==> config.mk <==
export PLATFORM = sky130hd
export DESIGN_NAME = button_event_decoder
export DESIGN_NICKNAME = d
export VERILOG_FILES = /design/src/rtl/button_event_decoder.sv
export SDC_FILE = /design/constraint.sdc
export NUM_CORES = 1
export LEC_CHECK = 0
export CAP_MARGIN = 20
export CORE_UTILIZATION = 30
export DETAILED_ROUTE_END_ITERATION = 12
export HOLD_SLACK_MARGIN = 0.15
export PLACE_DENSITY_LB_ADDON = 0.1
export SETUP_SLACK_MARGIN = 0.02
export SLEW_MARGIN = 30
export SYNTH_ARGS = -nofsm -noshare
export SYNTH_HDL_FRONTEND = slang
export SYNTH_SLANG_ARGS = --single-unit
==> constraint.sdc <==
create_clock -name clk -period 2.7 [get_ports clk]
set_input_delay 0.27 -clock clk [delete_from_list [all_inputs] [get_ports clk]]
set_output_delay 0.27 -clock clk [all_outputs]
set_load 0.03 [all_outputs]
==> src/rtl/button_event_decoder.sv <==
// Turns a debounced, clk-synchronous button level into one-cycle press/release/
// short/long/repeat pulses, a held level and a wrapping press counter.
module button_event_decoder #(
  parameter int LONG_CYCLES   = 25_000_000,
  parameter int REPEAT_CYCLES = 5_000_000,
  parameter int CNT_W         = 25
) (
  input  logic       clk,
  input  logic       rst,
  input  logic       btn_level,
  input  logic       repeat_en,
  output logic       press_pulse,
  output logic       release_pulse,
  output logic       short_press,
  output logic       long_press,
  output logic       repeat_pulse,
  output logic       held,
  output logic [7:0] press_count
);

  localparam logic [1:0] S_IDLE  = 2'd0;
  localparam logic [1:0] S_SHORT = 2'd1;
  localparam logic [1:0] S_LONG  = 2'd2;

  localparam logic [CNT_W-1:0] LONG_LAST = CNT_W'(LONG_CYCLES - 1);
  localparam logic [CNT_W-1:0] REP_LAST  = CNT_W'(REPEAT_CYCLES - 1);

  logic [1:0]       state;
  logic [CNT_W-1:0] cnt;
  logic             btn_q;
  logic             rise;

  assign rise = btn_level & ~btn_q;

  always_ff @(posedge clk) begin
    if (rst) begin
      // btn_q preset high so a button held through reset needs a fresh press
      btn_q         <= 1'b1;
      state         <= S_IDLE;
      cnt           <= '0;
      press_pulse   <= 1'b0;
      release_pulse <= 1'b0;
      short_press   <= 1'b0;
      long_press    <= 1'b0;
      repeat_pulse  <= 1'b0;
      held          <= 1'b0;
      press_count   <= 8'd0;
    end else begin
      btn_q         <= btn_level;
      press_pulse   <= 1'b0;
      release_pulse <= 1'b0;
      short_press   <= 1'b0;
      long_press    <= 1'b0;
      repeat_pulse  <= 1'b0;
      // held lags state by one cycle so it still covers the release_pulse cycle
      held          <= (state != S_IDLE);
      case (state)
        S_IDLE: begin
          if (rise) begin
            state       <= S_SHORT;
            cnt         <= '0;
            press_pulse <= 1'b1;
            held        <= 1'b1;
            press_count <= press_count + 8'd1;
          end
        end
        S_SHORT: begin
          if (!btn_level) begin
            state         <= S_IDLE;
            release_pulse <= 1'b1;
            short_press   <= 1'b1;
          end else if (cnt == LONG_LAST) begin
            state      <= S_LONG;
            cnt        <= '0;
            long_press <= 1'b1;
          end else begin
            cnt <= cnt + 1'b1;
          end
        end
        S_LONG: begin
          if (!btn_level) begin
            state         <= S_IDLE;
            release_pulse <= 1'b1;
          end else if (cnt == REP_LAST) begin
            // counter wraps even with repeat disabled to keep repeat phase fixed
            cnt          <= '0;
            repeat_pulse <= repeat_en;
          end else begin
            cnt <= cnt + 1'b1;
          end
        end
        default: state <= S_IDLE;
      endcase
    end
  end

endmodule

# Word-level counts from Yosys, hierarchy flattened

Cells that the tools add are included.

Reductions and logical operators: 12
Mux-type cells: 16
Add/subtract/negate cells: 2
Bitwise logic cells: 8
Equal/unequal tests: 9

Operators by type and width:

| operator                                                                 | count |
|---|---|
| 25-bit two-way mux                                                       | 5 |
| 25-bit case mux with 3 select lines                                      | 1 |
| 25-bit by 1-bit adder with 25-bit output (second input constant)         | 1 |
| 25-bit by 23-bit equality test with 1-bit output (second input constant) | 1 |
| 25-bit equality test (second input constant)                             | 1 |
| 8-bit by 1-bit adder with 8-bit output (second input constant)           | 1 |
| 2-bit two-way mux                                                        | 4 |
| 2-bit != test (second input constant)                                    | 4 |
| 2-bit OR reduction                                                       | 4 |
| 1-bit inverter                                                           | 7 |
| 2-bit case mux with 3 select lines                                       | 1 |
| 1-bit two-way mux                                                        | 5 |
| 4-bit AND reduction                                                      | 1 |
| 4-bit OR reduction                                                       | 1 |
| 3-bit != test (second input constant)                                    | 1 |
| 3-bit AND reduction                                                      | 1 |
| 3-bit nonzero test                                                       | 1 |
| 3-bit OR reduction                                                       | 1 |
| 2-bit by 1-bit equality test with 1-bit output (second input constant)   | 1 |
| 2-bit equality test (second input constant)                              | 1 |
| 2-bit logical NOT                                                        | 1 |
| 2-bit AND reduction                                                      | 1 |
| 2-bit nonzero test                                                       | 1 |
| 1-bit bitwise AND                                                        | 1 |

Register bits after elaboration: 42
Logic and storage cells: 57
Bits of input ports: 4
Output and inout port bits: 14

# Logic depth before layout (Yosys ltp)

Gate-level depths: netlist (run 1).

Depth in word-level cells: 4
Mapped depth: 9
Mapped depth without buffers: 8

# Worst setup path before layout (run 1)

OpenSTA, ideal clock, no wires.

Path kind: reg-to-reg
Start point: register cnt[13]
End point: register cnt[19]
Stages on the path, launching flop included: 8
Required time: 2.578 ns
Setup time: 0.122 ns
Data arrival time: 2.099 ns
Buffers on the path: 1
Setup slack: 0.479 ns
Period minus slack after synthesis: 2.221 ns
Path through: dfxtp_1 or4_1 or4_1 o2111ai_1 o41ai_1 buf_6 and2_1 a221o_1

Longest elaborated chain between the ends: 4
Elaborated cells on any way between the ends: 8
Classes of those cells: add/sub: 1; eq/ne: 2; mux: 5

RTL lines:

| element                                                          | line   | source |
|---|---|---|
| from (decl)                                                      | 29     | `logic [CNT_W-1:0] cnt;` |
| from (signal assigned)                                           | 77     | `cnt <= cnt + 1'b1;` |
| from (signal assigned)                                           | 89     | `cnt <= cnt + 1'b1;` |
| 25-bit by 1-bit adder with 25-bit output (tied with other cells) | 77, 89 |  |
| 25-bit two-way mux (on tied branches)                            | 84, 72 |  |
| 25-bit two-way mux (on tied branches)                            | 81, 68 |  |
| 25-bit case mux with 3 select lines *                            | 57     | `case (state)` |

Mark *: on every way between the ends. The rest lies on a longest branch, timed or not. The select of a mux whose other input is x is not followed.
A chain may end at the register's enable or synchronous reset.

# Final worst setup path (run 1)

Start point: register cnt[0]
End point: register cnt[7]

The elaborated chain is that of the path after synthesis.

==> key figures, run 1 <==
GRT
  • Overflow left after global routing: 0
  • First-pass GRT wire length: 9.26 mm
  • Vias in the first global route: 1794
  • Total track usage: 16.2%
  • Largest net degree at the start of global routing: 27
  • Initial antenna violation count: 0

Critical path
  • CP cell instances: ha_1, and4_1, nand4_1, nor2_1, o41ai_2, buf_4, or2b_1, a31oi_1
  • CP max FO: 25
  • CP delay by family, top: simple AND/OR/NAND/NOR gates
  • Critical path capture point type: register
  • Critical R2R Launch: cnt[0]
  • Worst Path Buf+Inv: 1
  • Worst Setup Path Type: register to register
  • WP data required: 2920 ps
  • Reg2Reg Setup Slack: 250 ps
  • Crit path from: cnt[0]
  • Critical path arrival: 2680 ps
  • Crit path launch type: register
  • CP max-delay cell: o41ai_2
  • Crit-path max cell delay: 530 ps

Place
  • Pre-CTS setup slack: 244 ps
  • Routability Congestion: 0.767
  • Hpwl dp: 3.90 mm
  • PortBufs: 17

Clocking
  • Worst skew pair latency: 300 ps
  • Num CTS Buffers: 5
  • Clock-pin slew on the worst setup and hold paths: 80 ps
  • Clock Path Buffers: 2
  • Setup Fix Bufs, Post-CTS: 0
  • Root Buffer: clkbuf_8
  • Max H-tree Level: 2
  • CTS Sinks: 42
  • # resized after CTS: 0
  • Cts hold-fix bufs: 0
  • Clock tree from TritonCTS: yes

Synth
  • Post-synth top cells: dfxtp_1 (42), a31oi_1 (26), nor2_1 (22)
  • Post-synth top flop: dfxtp_1
  • Top-count cell post-synth: dfxtp_1
  • Post-synthesis sequential area ratio: 39.9%
  • FF+latch count, synth: 42
  • Syn Area/Cell: 8.46 µm²
  • Yosys cell types: 43
  • Mapped Area: 0.00211 mm²
  • Post-synth EDFFs: 0
  • Cells after Synth: 249
  • Syn Nets: 258
  • Share of the synthesized area in the top cell type: 39.9%
  • Yosys warnings: 0
  • Largest area contributor in the netlist: dfxtp_1
  • Asr flop ratio synth: 0%
  • Top post-synthesis cells by area: dfxtp_1 (40%), a31oi_1 (7.7%), nor2_1 (3.9%), nand2_1 (3.7%), ha_1 (3.0%)

Route
  • TritonRoute pass-1 iters: 4
  • Post-route ant nets: 0
  • Via count: 1932
  • Drt first-iter violations: 126
  • DR DRC count: 0
  • Drt via density: 5.21
  • WL final: 5.53 mm
  • Wire per inst: 14.9 µm

Die
  • Die W: 85.8 µm
  • Initial Util: 31.0%
  • Core box area: 0.00679 mm²
  • FP Rows: 30
  • Die area: 0.00736 mm²
  • IO Count: 18
  • Die Ht: 85.8 µm

Hold path
  • Startpoint of the worst hold path: cnt[4]
  • HP Class: register to register

Power and ir drop
  • LEAKAGE: 0.877 nW
  • Max VDD drop: 0.184 mV
  • PwrDens: 476 mW/mm²

Final layout
  • # fillers: 691
  • FF/Latch Area: 841 µm²
  • Ant. Diodes: 0
  • Area of the multi-input gates: 0.00118 mm²
  • Layout cell share with drive strength beyond 1: 8.36%
  • Area Growth Syn to Fin: 19.7%
  • Fin nets: 283

STA
  • Final setup fails: 0
  • Setup ws final: 246 ps
  • Final Hold Fails: 0
  • Maximum achievable frequency: 407 MHz
  • Max_slew headroom: 56.5%
  • Final period util: 90.9%
  • Setup TNS Final: 0 ps
  • Final Critical Period: 2450 ps
  • Final Slew Violations: 0
  • Unrepaired setup endpoints after global routing: false
  • Worst-Margin Slew: 645 ps
  • Skew final: 10.2 ps

Flow run
  • MaxCap Viol Count: 0

Status
  • Outcome: completed
cell type report:
class                           instances  area share [%]
Tap cell                               96            4.77
Inverter                                6           0.894
Clock buffer                            7            3.43
Multi-Input combinational cell        190            47.0
Sequential cell                        42            33.4
Clock inverter                          1           0.199
Timing Repair Buffer                   29            10.3
path summary, 6_finish.rpt:
| path | endpoint | depth (start not counted) |
|---|---|---|
| worst min-delay path | cnt[4] | 1 |
| worst max-delay path | cnt[7] | 8 |
| worst min register to register | cnt[4] | 1 |
| worst max register to register | cnt[7] | 8 |
power by group:
part	internal [mW]	switching [mW]
combinational	0.0474	0.0905
sequential	0.627	0.00460
clock	0.207	0.222
routing by layer:
| metal | up-vias | GRT usage [%] | part of all wire (%) |
|---|---|---|---|
| li1 | 987 | - | - |
| met1 | 898 | 22.9 | 50 |
| met2 | 40 | 24.8 | 45 |
| met4 | 0 | 5.30 | 1.3 |
| met3 | 7 | 2.98 | 4.0 |
| met5 | - | 0 | 0 |
through the flow:
| step | total power [mW] | hold WS [ps] | instances | cell area (µm²) | util [%] |
|---|---|---|---|---|---|
| final | 1.20 | 503 | 371 | 2520 | 37.1 |
| after global routing | 1.26 | 539 | 371 | 2520 | 37.1 |
| after CTS | 1.21 | 507 | 371 | 2520 | 37.1 |
| after detailed placement | 0.783 | 484 | 363 | 2430 | 35.7 |
| after global placement | 0.786 | 483 | 363 | 2430 | 35.7 |
| after floorplan | 0.734 | 402 | 249 | 2110 | - |
logic make-up after synthesis:
| logic type | synth area share, % |
|---|---|
| buffers and inverters | 4.16 |
| muxes | 1.90 |
| xor gates and xnor gates | 2.91 |
| DFF | 39.9 |
| adders and majority gates | 2.97 |
| AOI/OAI and AO/OA | 18.4 |
| and+or+nand+nor | 29.7 |
state kept, by name (all words and copies together) (netlist names):
signal,count
btn_q,1
cnt,25
held,1
long_press,1
press_count,8
press_pulse,1
release_pulse,1
repeat_pulse,1
short_press,1
state,2
cells in the final DEF (no fill, tap or decap), types with 4 or more instances in the layout:
cell type,count
a21oi_1,7
a31oi_1,26
and3_1,9
and4_1,5
buf_4,12
clkbuf_8,6
clkdlybuf4s50_1,17
dfxtp_1,42
ha_1,5
inv_1,6
mux2i_1,4
nand2_1,21
nand2b_1,8
nand3_1,12
nand4_1,10
nor2_1,22
nor2b_1,4
o21ai_0,8
xor2_1,5
worst reg2reg max path, delay by kind of cell, from the launching register on:
kind	cells	cell delay (ps)
buffers and inverters	1	380
AND/OR/NAND/NOR	4	750
adder cells (fa/ha/maj)	1	240
AO/OA/AOI/OAI	2	680
flip-flops	1	340
No activity file was read; power rests on OpenSTA's default activity.
==> inputs of run 2 (changes only) <==
--- a/config.mk
+++ b/config.mk
@@ -10,2 +10,3 @@
 export DETAILED_ROUTE_END_ITERATION = 12
+export GPL_ROUTABILITY_DRIVEN = 0
 export HOLD_SLACK_MARGIN = 0.15
@@ -13,3 +14,3 @@
 export SETUP_SLACK_MARGIN = 0.02
-export SLEW_MARGIN = 30
+export SLEW_MARGIN = 20
 export SYNTH_ARGS = -nofsm -noshare
--- a/constraint.sdc
+++ b/constraint.sdc
@@ -3,2 +3,2 @@
 set_output_delay 0.27 -clock clk [all_outputs]
-set_load 0.03 [all_outputs]
+set_load 0.02 [all_outputs]
==> results of run 2 <==
The final DEF is identical to that of run 1. Status: completed.
==> inputs of run 3 (changes only) <==
Settings changed: TNS_END_PERCENT set to 100.
==> results of run 3 <==
The final DEF is identical to that of run 1. Status: completed.
